`config.mk`:
```
export PLATFORM = sky130hd
export DESIGN_NAME = run_controller
export DESIGN_NICKNAME = d
export VERILOG_FILES = /design/src/rtl/run_controller.sv
export SDC_FILE = /design/constraint.sdc
export NUM_CORES = 1
export LEC_CHECK = 0
export CORE_ASPECT_RATIO = 1.25
export CORE_UTILIZATION = 44
export DETAILED_ROUTE_END_ITERATION = 7
export GPL_TIMING_DRIVEN = 0
export PLACE_DENSITY_LB_ADDON = 0.1
export SKIP_CTS_REPAIR_TIMING = 1
export SYNTH_ARGS = -nofsm -noshare
export SYNTH_HDL_FRONTEND = slang
export SYNTH_SLANG_ARGS = --single-unit
```
`constraint.sdc`:
```
create_clock -name clock -period 2.2 [get_ports clock]
set_input_delay 0.33 -clock clock [delete_from_list [all_inputs] [get_ports clock]]
set_output_delay 0.33 -clock clock [all_outputs]
set_load 0.05 [all_outputs]
```
`src/rtl/run_controller.sv`:
```
// rtl/run_controller.sv - execution pacing controller: single step, burst, free run, breakpoint and halt
//
// Ports:
//   clock        single clock, all state changes on its rising edge
//   reset        asynchronous active-high reset
//   tick         one-cycle rate strobe pacing RUN/BURST advances
//   mode_run     level, free-run requested
//   step         debounced level, rising edge requests one advance
//   burst_go     one-cycle pulse, starts a burst of burst_len advances
//   burst_len    burst length, sampled on burst_go
//   resume       one-cycle pulse, leaves BREAK
//   halt_req     level, datapath requests a permanent stop
//   bp_en/bp_pc  breakpoint enable and address
//   pc           current datapath program counter
//   cpu_en       registered, one pipeline advance per high cycle
//   state        IDLE=0 STEP=1 BURST=2 RUN=3 BREAK=4 HALT=5
//   cycles_left  remaining burst advances
//   adv_count    wrapping count of issued advances
//   bp_hit       breakpoint stop flag
//   halted       permanent stop flag
module run_controller #(
  parameter int PC_W    = 16,
  parameter int BURST_W = 8
) (
  input  logic               clock,
  input  logic               reset,
  input  logic               tick,
  input  logic               mode_run,
  input  logic               step,
  input  logic               burst_go,
  input  logic [BURST_W-1:0] burst_len,
  input  logic               resume,
  input  logic               halt_req,
  input  logic               bp_en,
  input  logic [PC_W-1:0]    bp_pc,
  input  logic [PC_W-1:0]    pc,
  output logic               cpu_en,
  output logic [2:0]         state,
  output logic [BURST_W-1:0] cycles_left,
  output logic [15:0]        adv_count,
  output logic               bp_hit,
  output logic               halted
);

  typedef enum logic [2:0] {
    S_IDLE  = 3'd0,
    S_STEP  = 3'd1,
    S_BURST = 3'd2,
    S_RUN   = 3'd3,
    S_BREAK = 3'd4,
    S_HALT  = 3'd5
  } state_t;

  state_t             cur;
  state_t             nxt;
  logic               cpu_en_n;
  logic [BURST_W-1:0] cycles_n;
  logic               bp_hit_n;
  logic               halted_n;
  logic               skip;
  logic               skip_n;
  logic               step_prev;
  logic               step_edge;
  logic               bp_match;

  assign step_edge = step & ~step_prev;
  // The skip flag lets the first advance after a resume leave the breakpoint address.
  assign bp_match  = bp_en & (pc == bp_pc) & ~skip;
  assign state     = cur;

  always_comb begin
    nxt      = cur;
    cpu_en_n = 1'b0;
    cycles_n = cycles_left;
    bp_hit_n = bp_hit;
    halted_n = halted;
    skip_n   = skip;

    if (cur != S_HALT && halt_req) begin
      nxt      = S_HALT;
      halted_n = 1'b1;
    end else begin
      unique case (cur)
        S_IDLE: begin
          if (step_edge) begin
            nxt      = S_STEP;
            cpu_en_n = 1'b1;
          end else if (burst_go && burst_len != '0) begin
            nxt      = S_BURST;
            cycles_n = burst_len;
          end else if (mode_run) begin
            nxt = S_RUN;
          end
        end
        S_STEP: begin
          nxt = S_IDLE;
        end
        S_BURST: begin
          if (tick) begin
            if (bp_match) begin
              nxt      = S_BREAK;
              bp_hit_n = 1'b1;
            end else begin
              cpu_en_n = 1'b1;
              cycles_n = cycles_left - 1'b1;
              // Last advance of the burst leaves on the same edge it issues.
              if (cycles_left == {{(BURST_W-1){1'b0}}, 1'b1}) nxt = S_IDLE;
            end
          end
        end
        S_RUN: begin
          if (!mode_run) begin
            nxt = S_IDLE;
          end else if (tick) begin
            if (bp_match) begin
              nxt      = S_BREAK;
              bp_hit_n = 1'b1;
            end else begin
              cpu_en_n = 1'b1;
            end
          end
        end
        S_BREAK: begin
          if (resume) begin
            nxt      = S_IDLE;
            bp_hit_n = 1'b0;
            skip_n   = 1'b1;
          end
        end
        S_HALT: begin
          nxt = S_HALT;
        end
        default: begin
          nxt = S_IDLE;
        end
      endcase
    end

    // Any issued advance consumes the one-shot breakpoint suppression.
    if (cpu_en_n) skip_n = 1'b0;
  end

  always_ff @(posedge clock or posedge reset) begin
    if (reset) begin
      cur         <= S_IDLE;
      cpu_en      <= 1'b0;
      cycles_left <= '0;
      adv_count   <= 16'h0000;
      bp_hit      <= 1'b0;
      halted      <= 1'b0;
      skip        <= 1'b0;
      step_prev   <= 1'b0;
    end else begin
      cur         <= nxt;
      cpu_en      <= cpu_en_n;
      cycles_left <= cycles_n;
      bp_hit      <= bp_hit_n;
      halted      <= halted_n;
      skip        <= skip_n;
      step_prev   <= step;
      if (cpu_en_n) adv_count <= adv_count + 16'd1;
    end
  end

endmodule

```
# Word-level counts from Yosys, hierarchy flattened
# Index checks and enable logic that the tools add are counted.
# totals
reg_bits	32
inputBits	49
output_inout_bits	30
elab_cells	80
# classes
addsub	2
eq_ne	20
n_mux	32
bitwise_logic	6
reduce_logical	12
# ops
op	n
$mux 3	11
$mux 8	4
$add 16x1->16 const B	1
$eq 16x16->1	1
$pmux 8 s2	1
$pmux 3 s5	1
$ne 2x2->1 const B	7
$mux 1	13
$ne 4x4->1 const B	3
$reduce_and 6->1	2
$ne 3x3->1 const B	3
$eq 8x1->1 const B	1
$reduce_bool 8->1	1
$sub 8x1->8 const B	1
$eq 3x2->1 const B	2
$eq 3x3->1 const B	2
$pmux 1 s3	2
$reduce_bool 2->1	3
$ne 5x5->1 const B	1
$reduce_and 4->1	1
$and 1x1->1	3
$logic_not 3->1	1
$not 1->1	3
$reduce_and 3->1	1
other kinds (2)	3

# Depth between registers and ports, before layout
# Gate-level depths: netlist of run 1.
# logic_depth
word_depth	10
mapped_depth	7
mapped_depth_nobuf	7

# Worst setup path after synthesis of run 1
# OpenSTA, ideal clock, no wires.
# synth_path
kind	register -> register
start	reg cur[0] (netlist: state[0])
end	reg adv_count[14]
setup_ps	144
arrival_time_ps	2095
t_required_ps	2056
setup_slack_ps	-40
stages_incl_launch_ff	8
path_buffers	1
period_less_slack_ps	2240
path_cell_list	dfrtp_1 buf_2 inv_1 o21ai_0 nor2_1 a211oi_4 nor3_1 xor2_1
# synth_via
elab_chain_len	3
word_cells_on_any_way	7
cone_classes	3 x eq/ne; 2 x mux; 2 x reduce/logical
# synth_rtl
item	line_no	text
start, declared	54	state_t cur;
start signal, assigned	154	cur <= nxt;
$eq 3x2->1, or another cell as far along	83	unique case (cur)
$pmux 1 s3 / $logic_and 1x1->1 (equally long branches)	83, 79	
$mux 1 *	79	if (cur != S_HALT && halt_req) begin
end signal, assigned	161	if (cpu_en_n) adv_count <= adv_count + 16'd1;
end, declared	40	output logic [15:0] adv_count,
# Every way passes the cells marked *; elsewhere a longest branch is shown, timed or not.
# A chain may end at the register's enable or synchronous reset.

# Worst setup path in the final report of run 1
# layout_path
start	reg cur[1] (netlist: state[1])
end	reg adv_count[1]
# layout_via
elab_chain_len	3
word_cells_on_any_way	7
cone_classes	3 x eq/ne; 2 x mux; 2 x reduce/logical
# layout_rtl
item	line_no	text
$eq 3x2->1, or another cell as far along	83	
$pmux 1 s3 / $logic_and 1x1->1 (equally long branches)	83, 79	
$mux 1 *	79	
via cpu_en_n	56	logic cpu_en_n;
# Mark *: on every way through the listed nets, which the timed path passes. The rest lies on a longest branch.

==> run metrics, run 1 <==
Layout area overhead 53.58%; DRC viols 0; flop-to-flop setup slack 0.08 ns; Final setup viols 0; vias in the first global route 1,887; Lkg Pwr around 1.4 nW; dpl cell area 0.002905 sq mm; Detail Route Antenna Nets 0; max incr delay on CP about 0.42 ns; Horiz. Die Dim around 63 microns; Pre-antenna DRT Iters 4; die area between 0.004 and 0.005 sq mm; clock share of power 16.9%; clock sink count 32; Final Util 70.93%; Synth Instances between 200 and 250; WP buf/inv 2; Final Hold Slack around 0.3 ns; first-pass GRT wire length roughly 8500 microns; most common cell after layout, fill and taps aside clkdlybuf4s50_1; final WL about 5200 microns; worst-skew pair later-pin latency between 0.2 and 0.3 ns; FFs w/ async S/R, synth between 90% and 100%; DP HPWL 3879 microns; Crit Path Max Fanout 7; GRT Total Usage a little over a fifth; RSZ-0062 raised after global routing no; starting density of the core approximately 46%; Final Hold Viols 0; synthesized area per cell 9.319 sq um; Cell Chain, Critical Path or3_4 > or3b_1 > buf_6 > buf_4 > nand2_1 > mux2_2; critical path class flip-flop to flip-flop; fmax roughly 470 MHz; I/O pin count 79; Final period util between 90% and 100%; Critical Path Sink Type flip-flop; outcome completed; MaxCap Viol Count 0; Die Span Y approximately 78 microns; I/O Buffers 77; row count 27; H-Tree Depth 2; CP arrival around 2.3 ns; DR iter-0 viols 93; Max-Slew Margin vs Limit approximately 52%; CP max-delay cell dfrtp_2; Synth Flop Type dfrtp_1; total negative slack 0 ns; worst clock skew 0.006343 ns; nets between 300 and 400; Tightest Hold Check Type input pin to asynchronous set/reset pin; total CTS buffers 5; Max Slew Vio Count 0; Final GP Congestion around 0.85; Fill cells 363; number of synthesized flops with an enable pin 0; switching fraction of total power between 40% and 50%; CP startpoint kind flip-flop; Antenna diodes 0; CTS tree built; Logic pwr share roughly 50%; CTS clk-pin slew, worst paths ~0.070 ns; syn nets 273; worst IR drop on VDD 0.0006093 V; Distinct cells, synth 54; Top delay family on crit path simple AND/OR/NAND/NOR gates; Placed Cells incl. Taps around 360; share of cells above drive strength 1 about 14%; fin area approximately 0.0032 sq mm; mapped cell area slightly above 0.002 sq mm; root buf cell clkbuf_8; DR vias 2,015; Worst-Margin Slew roughly 0.71 ns; Synth Warn # 0; Int Power approximately 1.5 mW; switching pwr 1.154 mW; via/cell ratio between 5 and 6; sequential area share after synthesis between 30% and 40%; clock tree buffer depth 2; antenna violations before repair 0; Pwr Density 826.1 mW/mm^2; data required time of the worst path 2.37 ns; Final Critical Period 2.122 ns; largest net degree at the start of global routing 33; gr ovfl total 0; Reg power frac between 30% and 40%; FF+latch count, synth 32; core area 0.004459 sq mm; wire length per cell roughly 14 microns; fin cells 376; most frequent cells in the layout clkdlybuf4s50_1 (77), dfrtp_1 (29), xor2_1 (28), nor2_1 (28)
==> Yosys cell counts (2+ instances only) <==
cell      count  area share (%)
a21oi_1      11             2.7
nor4_1        6             1.8
o31ai_1       4             1.5
nor3_1       11             2.7
nor2_1       28             5.1
dfrtp_1      32              39
o21ai_0      10             2.4
nand3_1       7             1.7
nand4_1       6             1.8
a211oi_1      2            0.73
nand2_1       6             1.1
a21boi_0      4             1.5
inv_1        10             1.8
a31oi_1       3            0.91
a21o_1        2            0.73
xor2_1       28              12
nor2b_1       2            0.61
or3_1         2            0.61
clkbuf_1      3            0.55
nor3b_1       2            0.73
ha_1          3             1.8
o22ai_1       3            0.91
and3_1        3            0.91
mux2_2        2             1.1
xnor2_1       2            0.85
==> routing by layer <==
| layer | global-route usage [%] | vias to the layer above | share of wire (%) | wire length (microns) |
|---|---|---|---|---|
| met5 | 0 | - | 0 | 0 |
| met4 | 5.682 | 0 | 1.2 | 65 |
| met3 | 3.488 | 6 | 4.3 | 223 |
| met2 | 39.03 | 65 | 52 | 2692 |
| met1 | 26.06 | 955 | 43 | 2234 |
| li1 | - | 989 | - | - |
==> state kept, by name, summed over array words and instances (netlist names) <==
signal       count
cpu_en           1
adv_count       16
halted           1
step_prev        1
skip             1
state            3
bp_hit           1
cycles_left      8
==> per-stage QoR <==
| stage | setup slack, ns | total power, mW |
|---|---|---|
| 3_5_place_dp | -0.5080 | 2.105 |
| 3_3_place_gp | -0.4763 | 2.094 |
| 5_1_grt | 0.01418 | 2.773 |
| 6_report | 0.07803 | 2.613 |
| 2_1_floorplan | 0.01700 | 1.663 |
| 4_1_cts | -0.1971 | 2.558 |
==> power groups by stage <==
stage	clock (mW)	sequential, mW	combinational (mW)
global route	0.483	0.882	1.41
floorplan	0	1.25	0.408
global placement	0	0.877	1.22
detailed placement	0	0.881	1.22
CTS	0.456	0.870	1.23
finish	0.441	0.861	1.31
==> kinds of logic after synthesis <==
logic type / count (synthesis) / share of synthesized area [%]
simple gates: 84 / 23.33
fa+ha+maj: 3 / 1.823
compound gates: 52 / 17.92
buf+inv: 17 / 3.706
xor+xnor: 30 / 12.76
mux: 3 / 1.580
flops: 32 / 38.88
==> cell type report <==
| type | instances | area, sq um | area share (%) |
|---|---|---|---|
| inverters | 11 | 41.29 | 1.305 |
| multi-input cells | 172 | 1229 | 38.85 |
| plain buffers | 6 | 35.03 | 1.108 |
| repair buffers | 89 | 893.4 | 28.24 |
| clock inverters | 3 | 18.77 | 0.5934 |
| flip-flops and latches | 32 | 804.5 | 25.44 |
| clock buffers | 5 | 68.82 | 2.176 |
| well taps | 58 | 72.57 | 2.294 |
==> path summary, 6_finish.rpt <==
| path | start | to | cells after the start |
|---|---|---|---|
| max | state[1] | adv_count[1] | 6 |
| min | reset | adv_count[12] | 2 |
| max reg2reg | state[1] | adv_count[1] | 6 |
| min reg2reg | adv_count[15] | adv_count[15] | 1 |
| max in group asynchronous | reset | state[1] | 3 |
| min in group clock | adv_count[15] | adv_count[15] | 1 |
Power figures use the tool's default switching activity.
==> run 2, diff against run 1 <==
--- a/config.mk
+++ b/config.mk
@@ -6,7 +6,7 @@
 export NUM_CORES = 1
 export LEC_CHECK = 0
 export CORE_ASPECT_RATIO = 1.25
-export CORE_UTILIZATION = 44
+export CORE_UTILIZATION = 41
 export DETAILED_ROUTE_END_ITERATION = 7
 export GPL_TIMING_DRIVEN = 0
 export PLACE_DENSITY_LB_ADDON = 0.1
==> run metrics, run 2 (synthesis results as in run 1) <==
Pre-antenna DRT Iters 6 (was 4); Multi-input gate area 0.001236 sq mm (was 0.001229 sq mm); Crit Path Max Fanout 8 (was 7); row count 28 (was 27); root buf cell clkbuf_8 (unchanged); MaxCap Viol Count 0 (unchanged); I/O Buffers 77 (unchanged); fmax 467.1 MHz (was 471.3 MHz); wire length per cell 14.40 microns (was 13.87 microns); Lkg Pwr 1.335 nW (was 1.365 nW); Pwr Density 835.0 mW/mm^2 (was 826.1 mW/mm^2); Final Critical Period 2.141 ns (was 2.122 ns); GRT Total Usage 20.31% (was 21.50%); CTS clk-pin slew, worst paths 0.07 ns (about the same); final WL 5373 microns (was 5215 microns); Detail Route Antenna Nets 0 (unchanged); die area 0.005312 sq mm (was 0.004960 sq mm); I/O pin count 79 (unchanged); Die Span Y 81.24 microns (was 78.49 microns); largest net degree at the start of global routing 33 (unchanged); Final period util 97.31% (was 96.45%); most common cell after layout, fill and taps aside clkdlybuf4s50_1 (unchanged); H-Tree Depth 2 (unchanged); most frequent cells in the layout clkdlybuf4s50_1 (77), dfrtp_1 (29), xor2_1 (28), nor2_1 (28), a21oi_1 (11) (was clkdlybuf4s50_1 (77), dfrtp_1 (29), xor2_1 (28), nor2_1 (28)); Max Slew Vio Count 0 (unchanged); worst IR drop on VDD 0.0006282 V (was 0.0006093 V); Final setup viols 0 (unchanged); fin area 0.003142 sq mm (was 0.003163 sq mm); starting density of the core 43.22% (was 46.18%); DP HPWL 3962 microns (was 3879 microns); Worst-Margin Slew 0.6714 ns (was 0.7126 ns); via/cell ratio 5.311 (was 5.359); share of cells above drive strength 1 13.10% (was 14.15%); antenna violations before repair 0 (unchanged); Cell Chain, Critical Path or3_4 > or3b_1 > buf_6 > nor2_8 > a211oi_4 > buf_12 > nor4b_4 > xor2_1 (was or3_4 > or3b_1 > buf_6 > buf_4 > nand2_1 > mux2_2); Layout area overhead 52.55% (was 53.58%); largest reg by FF count adv_count (unchanged); first-pass GRT wire length 8314 microns (was 8542 microns); Tightest Hold Check Type input pin to asynchronous set/reset pin (unchanged); Critical Path Sink Type flip-flop (unchanged); CP startpoint kind flip-flop (unchanged); total CTS buffers 5 (unchanged); clock sink count 32 (unchanged); DR vias 1,981 (was 2,015); DRC viols 0 (unchanged); Max-Slew Margin vs Limit 54.90% (was 52.13%); CTS tree built (unchanged); outcome completed (unchanged); CP max-delay cell dfrtp_2 (unchanged); Final Hold Viols 0 (unchanged); Antenna diodes 0 (unchanged); Final GP Congestion 0.8483 (was 0.8472); dpl cell area 0.002908 sq mm (was 0.002905 sq mm); critical path class flip-flop to flip-flop (unchanged); nets 364 (was 369); Reg2Reg Depth 8 (was 6); max incr delay on CP 0.45 ns (was 0.42 ns); RSZ-0062 raised after global routing yes (was no); core area 0.004765 sq mm (was 0.004459 sq mm); Fill cells 401 (was 363); register area 804.5 sq um (unchanged); vias in the first global route 1,908 (was 1,887); data required time of the worst path 2.41 ns (was 2.37 ns); Horiz. Die Dim 65.39 microns (was 63.19 microns); Pwr Total 2.623 mW (was 2.613 mW); max FFs per register 16 (unchanged); worst-skew pair later-pin latency 0.28 ns (about the same); worst clock skew 0.002211 ns (was 0.006343 ns); DR iter-0 viols 44 (was 93); CP arrival 2.35 ns (was 2.29 ns); clock tree buffer depth 2 (unchanged); gr ovfl total 0 (unchanged)
## run 2: changes by cell type in the layout (fill, tap and decap cells not counted), moves of 2 or more
cell / previous run / this run
buf_4: 11 / 6
clkinv_2: 2 / 0
nor3_1: 11 / 9
nor3_2: 0 / 2
## run 2: where the power goes
part           internal [mW]  total [mW]  switching (mW)
logic                  0.497        1.28           0.779
clock network          0.254       0.478           0.224
registers              0.719       0.869           0.150
total                   1.47        2.62            1.15
## run 2: critical path, delay by kind of cell, from the launching register on
kind	cells	cell delay, ns
xor+xnor	1	0.17
compound gates	1	0.05
buf+inv	2	0.29
simple gates	4	1.12
flops	1	0.45
## run 2: layout make-up
class,count,share of cell area (%)
clock inverters,1,0.2389
flip-flops and latches,32,25.61
repair buffers,84,27.24
inverters,11,1.314
clock buffers,7,2.748
well taps,60,2.389
multi-input cells,172,39.35
plain buffers,6,1.115
## run 2: routing by layer
metal	vias to the layer above	track usage, %	wire length [microns]
met5	-	0	0
met4	0	8.478	91
met3	11	5.478	420
met2	74	34.64	2649
met1	918	23.86	2211
li1	978	-	-
## run 2: final timing paths
path	to	from	slack, ns
setup / recovery	adv_count[15]	state[1]	0.06
hold reg to reg	adv_count[15]	adv_count[15]	0.47
max in group asynchronous	state[2]	reset	1.49
setup reg to reg	adv_count[15]	state[1]	0.06
min in group clock	halted	halt_req	0.46
hold / removal	cycles_left[4]	reset	0.29
## run 2: metrics by stage
stage,setup slack (ns),utilization [%],std cells,TNS (ns),hold slack [ns]
after detailed placement,-0.4648,61.03,358,-8.247,0.4754
after CTS,-0.1637,63.00,366,-0.9904,0.4752
final,0.05909,65.94,373,0,0.2923
after floorplan,0.01700,-,221,0,0.3614
after global placement,-0.4552,61.03,358,-7.874,0.4406
after global routing,-0.01858,65.94,373,-0.03924,0.3215
==> run 3, diff against run 2 <==
--- a/config.mk
+++ b/config.mk
@@ -10,6 +10,7 @@
 export DETAILED_ROUTE_END_ITERATION = 7
 export GPL_TIMING_DRIVEN = 0
 export PLACE_DENSITY_LB_ADDON = 0.1
+export SETUP_SLACK_MARGIN = 0.2
 export SKIP_CTS_REPAIR_TIMING = 1
 export SYNTH_ARGS = -nofsm -noshare
 export SYNTH_HDL_FRONTEND = slang
==> run metrics, run 3 (synthesis results as in run 1) <==
antenna violations before repair 0 (unchanged); DRC viols 0 (unchanged); fmax 477.6 MHz (was 467.1 MHz); DR vias 1,970 (was 1,981); critical path class flip-flop to flip-flop (unchanged); largest net degree at the start of global routing 33 (unchanged); Cell Chain, Critical Path or3_4 > or3b_4 > buf_8 > nor2_8 > a211oi_4 > buf_4 > nor3b_4 > xor2_1 (was or3_4 > or3b_1 > buf_6 > nor2_8 > a211oi_4 > buf_12 > nor4b_4 > xor2_1); Horiz. Die Dim 65.39 microns (unchanged); share of cells above drive strength 1 17.83% (was 13.10%); wire length per cell 14.72 microns (was 14.40 microns); final WL 5505 microns (was 5373 microns); CTS clk-pin slew, worst paths 0.07 ns (about the same); Fill cells 394 (was 401); data required time of the worst path 2.41 ns (about the same); most frequent cells in the layout clkdlybuf4s50_1 (66), dfrtp_1 (28), nor2_1 (27) (was clkdlybuf4s50_1 (77), dfrtp_1 (29), xor2_1 (28), nor2_1 (28), a21oi_1 (11)); Pwr Density 826.4 mW/mm^2 (was 835.0 mW/mm^2); Placed Cells incl. Taps 358 (unchanged); CP startpoint kind flip-flop (unchanged); root buf cell clkbuf_8 (unchanged); Final Hold Slack 0.3226 ns (was 0.2923 ns); max FFs per register 16 (unchanged); die area 0.005312 sq mm (unchanged); I/O Buffers 77 (unchanged); register area 805.8 sq um (was 804.5 sq um); Reg2Reg Depth 8 (unchanged); CP max-delay cell dfrtp_2 (unchanged); largest reg by FF count adv_count (unchanged); core area 0.004765 sq mm (unchanged); Worst-Margin Slew 0.6406 ns (was 0.6714 ns); H-Tree Depth 2 (unchanged); fin cells 374 (was 373); Final period util 95.18% (was 97.31%); worst IR drop on VDD 0.0007742 V (was 0.0006282 V); FF-to-FF End adv_count[9] (was adv_count[15]); Worst Setup SP state[1] (unchanged); I/O pin count 79 (unchanged); Tightest Hold Check Type input pin to asynchronous set/reset pin (unchanged); max incr delay on CP 0.44 ns (was 0.45 ns); end of the critical path adv_count[9] (was adv_count[15]); Lkg Pwr 1.494 nW (was 1.335 nW); Final GP Congestion 0.9209 (was 0.8483); clock tree buffer depth 2 (unchanged); Multi-input gate area 0.001321 sq mm (was 0.001236 sq mm); first-pass GRT wire length 8390 microns (was 8314 microns); vias in the first global route 1,870 (was 1,908); most common cell after layout, fill and taps aside clkdlybuf4s50_1 (unchanged); Final Hold Viols 0 (unchanged); DP HPWL 4005 microns (was 3962 microns); Max-Slew Margin vs Limit 56.96% (was 54.90%); flop-to-flop setup slack 0.11 ns (was 0.06 ns); GRT Total Usage 20.62% (was 20.31%); total CTS buffers 5 (unchanged); Crit Reg-Reg Startpoint state[1] (unchanged); RSZ-0062 raised after global routing yes (unchanged); CP arrival 2.30 ns (was 2.35 ns); clock sink count 32 (unchanged); Final Critical Period 2.094 ns (was 2.141 ns); outcome completed (unchanged); gr ovfl total 0 (unchanged); Final setup viols 0 (unchanged); row count 28 (unchanged); CTS tree built (unchanged); Layout area overhead 59.11% (was 52.55%); Detail Route Antenna Nets 0 (unchanged); Pwr Total 2.708 mW (was 2.623 mW); starting density of the core 43.22% (unchanged); DR iter-0 viols 88 (was 44); Pre-antenna DRT Iters 4 (was 6); Max Slew Vio Count 0 (unchanged); worst-skew pair later-pin latency 0.28 ns (about the same); via/cell ratio 5.267 (was 5.311); Crit Path Max Fanout 7 (was 8); Die Span Y 81.24 microns (unchanged); Antenna diodes 0 (unchanged); MaxCap Viol Count 0 (unchanged); nets 365 (was 364); worst clock skew 0.002188 ns (was 0.002211 ns); Critical Path Sink Type flip-flop (unchanged)
==> run 3: changes by cell type in the layout (fill, tap and decap cells not counted), moves of 5 or more <==
cell and delta:
dlymetal6s2s_1 +11, xor2_2 +5, clkdlybuf4s50_1 -11, xor2_1 -5
==> run 3: worst min path at each step <==
| stage | slack, ns | cells past startpoint | to | start |
|---|---|---|---|---|
| floorplan | 0.36 | 0 | step_prev | step |
| global placement | 0.44 | 1 | halted | halted |
| detailed placement | 0.45 | 1 | halted | halted |
| CTS | 0.46 | 1 | halted | halted |
| global route | 0.36 | 2 | cycles_left[3] | reset |
| finish | 0.32 | 2 | cycles_left[3] | reset |
==> run 3: layer usage <==
layer	vias up	routed length [microns]	global-route usage (%)
met5	-	0	0
met4	0	59	7.174
met3	4	187	4.213
met2	58	2992	36.70
met1	937	2265	24.32
li1	971	-	-
==> run 3: final cells by class <==
| type | instances | area share (%) |
|---|---|---|
| sequential | 32 | 24.59 |
| clock buffer | 6 | 2.215 |
| timing repair buffer | 85 | 27.03 |
| clock inverter | 2 | 1.069 |
| tap | 60 | 2.291 |
| inverter | 11 | 1.260 |
| buffer | 6 | 1.222 |
| multi-input combinational | 172 | 40.32 |
==> run 3: stage by stage <==
stage / instance area (sq um) / setup TNS, ns / setup WS (ns) / util (%)
after floorplan: 2064 / 0 / 0.1388 / -
after global placement: 2910 / -8.177 / -0.4582 / 61.08
after detailed placement: 2910 / -8.856 / -0.4989 / 61.08
after CTS: 3018 / -1.235 / -0.1916 / 63.34
after global routing: 3277 / 0 / 0.02209 / 68.78
final: 3277 / 0 / 0.1060 / 68.78
==> run 3: critical path: cells and delay by family (launching register included) <==
| kind | cells | cell delay, ns |
|---|---|---|
| DFF | 1 | 0.44 |
| and+or+nand+nor | 4 | 1.06 |
| xor gates and xnor gates | 1 | 0.17 |
| AOI/OAI and AO/OA | 1 | 0.05 |
| buffers and inverters | 2 | 0.31 |
==> run 3: report_power, final <==
part           internal, mW  total (mW)  leakage (nW)  switching [mW]
logic                 0.492        1.27          1.04           0.780
registers             0.719       0.874         0.396           0.155
clock network         0.336       0.562        0.0552           0.226
total                  1.55        2.71          1.49            1.16
